<file path="config.mk">
export PLATFORM = sky130hd
export DESIGN_NAME = melody_sequencer
export DESIGN_NICKNAME = d
export VERILOG_FILES = /design/src/rtl/melody_sequencer.sv
export SDC_FILE = /design/constraint.sdc
export NUM_CORES = 1
export LEC_CHECK = 0
export ABC_AREA = 1
export BUFFER_PORTS_ARGS = -buffer_cell sky130_fd_sc_hd__buf_2
export CAP_MARGIN = 10
export CORE_MARGIN = 2
export CORE_UTILIZATION = 55
export CTS_CLUSTER_SIZE = 25
export DETAILED_ROUTE_END_ITERATION = 6
export PLACE_DENSITY = 0.84
export SLEW_MARGIN = 20
export SYNTH_ARGS = -nofsm -noshare
export SYNTH_HDL_FRONTEND = slang
export SYNTH_SLANG_ARGS = --single-unit
</file>
<file path="constraint.sdc">
create_clock -name clk -period 3.4 [get_ports clk]
set_clock_uncertainty 0.05 [all_clocks]
set_input_delay 0.34 -clock clk [delete_from_list [all_inputs] [get_ports clk]]
set_output_delay 0.34 -clock clk [all_outputs]
set_load 0.02 [all_outputs]
</file>
<file path="src/rtl/melody_sequencer.sv">
`default_nettype none
// =====================================================================
// Module   : melody_sequencer
// Purpose  : Steps through a note ROM and drives one tone channel.
//            Define MELODY_SEQ_GAP_EN to silence the final tick of
//            notes lasting two or more ticks.
// Revision : 1.0  initial release
// =====================================================================
module melody_sequencer #(
    parameter int AW   = 5,
    parameter int DW   = 16,
    parameter int TICK = 250000
) (
    input  logic          clk,
    input  logic          rst,
    input  logic          start,
    input  logic          stop,
    input  logic          loop,
    output logic [AW-1:0] rom_addr,
    input  logic [DW+3:0] rom_data,
    output logic [DW-1:0] note_div,
    output logic          note_en,
    output logic          note_strobe,
    output logic          busy,
    output logic          done
);

    localparam int            PW          = (TICK > 1) ? $clog2(TICK) : 1;
    localparam logic [PW-1:0] c_TICK_LAST = PW'(TICK - 1);
    localparam logic [AW-1:0] c_PTR_LAST  = '1;

    typedef enum logic [1:0] {
        S_IDLE  = 2'd0,
        S_FETCH = 2'd1,
        S_LOAD  = 2'd2,
        S_PLAY  = 2'd3
    } state_t;

    state_t        state_q, state_d;
    logic [AW-1:0] ptr_q,   ptr_d;
    logic [DW-1:0] div_q,   div_d;
    logic          en_q,    en_d;
    logic [PW-1:0] presc_q, presc_d;
    logic [3:0]    cnt_q,   cnt_d;
`ifdef MELODY_SEQ_GAP_EN
    logic          long_q,  long_d;
`endif

    logic [3:0]    w_dur;
    logic [DW-1:0] w_div;
    logic          w_tick_wrap;
    logic          w_note_over;
    logic          w_song_end;
    logic          w_abort;

    assign w_dur       = rom_data[DW+3:DW];
    assign w_div       = rom_data[DW-1:0];
    assign w_tick_wrap = (presc_q == c_TICK_LAST);
    assign w_note_over = w_tick_wrap && (cnt_q == 4'd1);

    always_comb begin
        state_d     = state_q;
        ptr_d       = ptr_q;
        div_d       = div_q;
        en_d        = en_q;
        presc_d     = presc_q;
        cnt_d       = cnt_q;
`ifdef MELODY_SEQ_GAP_EN
        long_d      = long_q;
`endif
        note_strobe = 1'b0;
        done        = 1'b0;
        w_song_end  = 1'b0;
        w_abort     = 1'b0;

        case (state_q)
            S_IDLE: begin
                if (start && !stop) begin
                    ptr_d   = '0;
                    state_d = S_FETCH;
                end
            end
            S_FETCH: begin
                if (stop) w_abort = 1'b1;
                else      state_d = S_LOAD;
            end
            S_LOAD: begin
                if (stop) begin
                    w_abort = 1'b1;
                end else if (w_dur == 4'd0) begin
                    w_song_end = 1'b1;
                end else begin
                    div_d       = w_div;
                    en_d        = (w_div != '0);
                    cnt_d       = w_dur;
                    presc_d     = '0;
`ifdef MELODY_SEQ_GAP_EN
                    long_d      = (w_dur >= 4'd2);
`endif
                    note_strobe = 1'b1;
                    state_d     = S_PLAY;
                end
            end
            S_PLAY: begin
                if (stop) begin
                    w_abort = 1'b1;
                end else begin
                    presc_d = w_tick_wrap ? '0 : presc_q + PW'(1);
                    if (w_tick_wrap) cnt_d = cnt_q - 4'd1;
                    if (w_note_over) begin
`ifdef MELODY_SEQ_GAP_EN
                        // Keep the gap silent through FETCH/LOAD instead of re-enabling.
                        if (long_q) en_d = 1'b0;
`endif
                        if (ptr_q == c_PTR_LAST) begin
                            w_song_end = 1'b1;
                        end else begin
                            ptr_d   = ptr_q + AW'(1);
                            state_d = S_FETCH;
                        end
                    end
                end
            end
            default: state_d = S_IDLE;
        endcase

        if (w_song_end) begin
            done = 1'b1;
            if (loop) begin
                ptr_d   = '0;
                state_d = S_FETCH;
            end else begin
                state_d = S_IDLE;
                en_d    = 1'b0;
                div_d   = '0;
            end
        end

        if (w_abort) begin
            state_d = S_IDLE;
            en_d    = 1'b0;
            div_d   = '0;
        end
    end

    always_ff @(posedge clk or posedge rst) begin
        if (rst) begin
            state_q <= S_IDLE;
            ptr_q   <= '0;
            div_q   <= '0;
            en_q    <= 1'b0;
            presc_q <= '0;
            cnt_q   <= 4'd0;
`ifdef MELODY_SEQ_GAP_EN
            long_q  <= 1'b0;
`endif
        end else begin
            state_q <= state_d;
            ptr_q   <= ptr_d;
            div_q   <= div_d;
            en_q    <= en_d;
            presc_q <= presc_d;
            cnt_q   <= cnt_d;
`ifdef MELODY_SEQ_GAP_EN
            long_q  <= long_d;
`endif
        end
    end

    assign rom_addr = ptr_q;
    assign note_div = div_q;
    assign busy     = (state_q != S_IDLE);

`ifdef MELODY_SEQ_GAP_EN
    assign note_en = en_q & ~((state_q == S_PLAY) & long_q & (cnt_q == 4'd1));
`else
    assign note_en = en_q;
`endif

endmodule
`default_nettype wire

</file>
==> results.yml <==
run_status:
  outcome: "completed"
cts:
  cts_num_sinks: 46
  cts_setup_buffers: 0
  cts_max_level: 2
  clk_pin_slew_worst_paths_ns: 0.09
  cts_resized: 0
  cts_buffer_depth: 2
  insertion_delay_ns: 0.31
  cts_tree: "done"
  cts_made_buffers: 5
  root_buffer: "clkbuf_8"
  cts_hold_buf: 0
worst_setup_path:
  path_class: "flip-flop to primary output"
  arrival_ns: 2.09
  end_kind: "primary output"
  critPathRequiredTime_ns: 3.01
  slowest_delay_ns: 0.44
  crit_top_cell: "inv_1"
  cp_slowest_cell: "dfrtp_1"
  path_max_fanout: 15
  start_kind: "flip-flop"
  cp_num_buf_inv: 3
  cp_top_family: "buffers and inverters"
  crit_path_cell_trace: "inv_1 -> ha_1 -> nand3_2 -> inv_1 -> buf_2"
final_layout:
  nNetsFinal: 438
  final_cells: 472
  synthToLayoutAreaGrowth_pct: 13.82
  layout-drive-gt1-share_pct: 22.72
  diodes: 0
logic_synthesis:
  synth_area_leaders: "dfrtp_1, nand2_1, nor2_1"
  avgSynthCellArea_sq_um: 7.948
  synth_warnings: 0
  synth_top_area_share_pct: 41.14
  synth.distinct_cells: 40
  ys_seq_area_share_pct: 41.14
  synth_cells: 352
  syn-num-nets: 386
  ys_seq_elements: 46
  syn_area_sq_um: 2798
  yosys.area.top_type: "dfrtp_1"
pwr:
  finalPower_mw: 1.930
  clockPowerShare_pct: 17.6
  peakVddDrop_v: 0.0003799
  switching_share_pct: 42.99
  seqPwrFrac_pct: 39.6
  power_switching_mw: 0.8296
  leakagePower_nw: 1.674
  p_int_mw: 1.100
  combPwrFrac_pct: 42.7
  power_density_nw_per_um2: 606.0
route:
  antenna_left: 0
  drcViolationCount: 0
  wirelength_microns: 6223
  wl_per_cell_microns: 13.18
  vias: 2501
  via_per_inst: 5.299
  dr.pass1.iters: 4
  drt_iter0_markers: 96
grt:
  overflow: 0
  antenna_found_initial: 0
  grt_pass1_wl_microns: 10180
  grt_usage_pct: 23.35
  grt_pass1_vias: 2346
  grt_max_degree: 47
sta:
  whs_ns: 0.1821
  slew_headroom_pct: 38.42
  period_minus_slack_ns: 2.477
  setup_viol_count_final: 0
  hold_violations: 0
  timing.final.crit_share_pct: 72.87
  drv_slew: 0
  tns_ns: 0
  fmax_mhz: 403.6
  tightest_slew_ns: 0.9224
  rsz0062_at_grt: "no"
floorplanning:
  start_util_pct: 58.08
  die_h_microns: 75.32
  die_width_microns: 75.32
  num_io_pins: 50
  rows: 25
  core_region_area_sq_um: 4817
  die_area_sq_um: 5673
place:
  port-buffer-count: 49
  dp_hpwl_microns: 4717
  gp_congestion: 0.9287
  place_inst: 464
worst_hold_path:
  hold_path_class: "input pin to async pin"
run:
  cap_violations: 0
-- metrics by stage --
stage / util (%) / instance area (sq um) / setup WS, ns
finish: 66.10 / 3184 / 0.9225
global route: 66.10 / 3184 / 0.7977
CTS: 66.10 / 3184 / 0.9313
detailed placement: 64.23 / 3094 / 1.213
global placement: 64.23 / 3094 / 1.344
floorplan: - / 2798 / 1.504
-- cell families (layout without fill, tap and decap cells) --
logic type | Yosys count | in the layout | share of synthesized area (%)
fa+ha+maj | 9 | 9 | 4.025
xor+xnor | 5 | 5 | 1.565
simple gates | 174 | 174 | 31.17
flops | 46 | 46 | 41.14
compound gates | 52 | 52 | 10.55
mux | 7 | 7 | 2.505
buf+inv | 59 | 112 | 9.034
-- layer usage --
metal	share of wire [%]	track usage [%]
met5	0	0
met1	43	29.40
met4	1.4	7.797
met2	52	40.97
met3	3.3	3.836
-- power by group through the flow --
stage | registers [mW] | logic, mW | clock network (mW)
floorplan | 0.864 | 0.508 | 0
global placement | 0.772 | 0.801 | 0
detailed placement | 0.773 | 0.822 | 0
CTS | 0.763 | 0.828 | 0.348
global route | 0.781 | 0.929 | 0.363
finish | 0.765 | 0.825 | 0.341
-- path summary, 6_finish.rpt --
| check | startpoint | end | slack, ns | cells after the start |
|---|---|---|---|---|
| worst max-delay path | state_q[0]$_DFFE_PP0P_ | note_strobe | 0.92 | 5 |
| min in group clk | rom_data[19] | cnt_q[3]$_DFFE_PP0P_ | 0.25 | 3 |
| max in group asynchronous | rst | presc_q[14]$_DFFE_PP0P_ | 2.55 | 2 |
| worst min register to register | presc_q[13]$_DFFE_PP0P_ | presc_q[13]$_DFFE_PP0P_ | 0.49 | 1 |
| worst max register to register | state_q[0]$_DFFE_PP0P_ | presc_q[5]$_DFFE_PP0P_ | 1.16 | 8 |
| worst min-delay path | rst | note_div[14]$_DFF_PP0_ | 0.18 | 2 |
-- layout by cell type (no fill, tap or decap), types with 7 or more instances in the layout --
cell type	instances
mux2i_1	7
inv_1	44
dfrtp_1	46
a21oi_1	16
nand2_1	56
o21ai_0	21
nor2_1	51
nand3_1	20
inv_2	9
nor3_1	11
buf_2	49
ha_1	9
-- cell usage after synthesis --
cell and instances:
nand4_2 4, nor2_2 3, nand2_4 1, nand2_2 5
bufinv_8 1, nor2_1 51, xnor2_1 1, nor3_1 11
nand3b_1 2, o21a_1 1, o21ai_0 21, inv_1 45
o21ai_1 2, nor2_4 3, dfrtp_1 46, nor3_4 3
a21oi_1 16, clkinv_1 1, o21ai_2 1, a31oi_1 3
nand3_2 2, nor3_2 1, nand2_1 56, o211ai_1 2
and3_1 1, o31ai_1 2, mux2i_1 7, ha_1 9
o22ai_1 1, a31o_2 1, nand4_1 6, nand3_1 20
xor2_1 4, a211oi_2 1, a211oi_1 1, nor4_1 4
buf_2 2, buf_6 2, inv_2 8, nor3b_1 1
-- final cells by class --
type,instances,area [sq um]
well taps,67,83.83
clock buffers,5,68.82
flip-flops and latches,46,1151
repair buffers,49,245.2
clock inverters,3,21.27
fillers,432,1633
multi-input cells,247,1394
inverters,55,220.2
-- state kept, by name, summed over array words and instances, names as in the netlist --
name and cells:
presc_q 18, note_div 16, rom_addr 5, state_q 2, cnt_q 4, note_en 1
(Power assumes the default switching activity.)
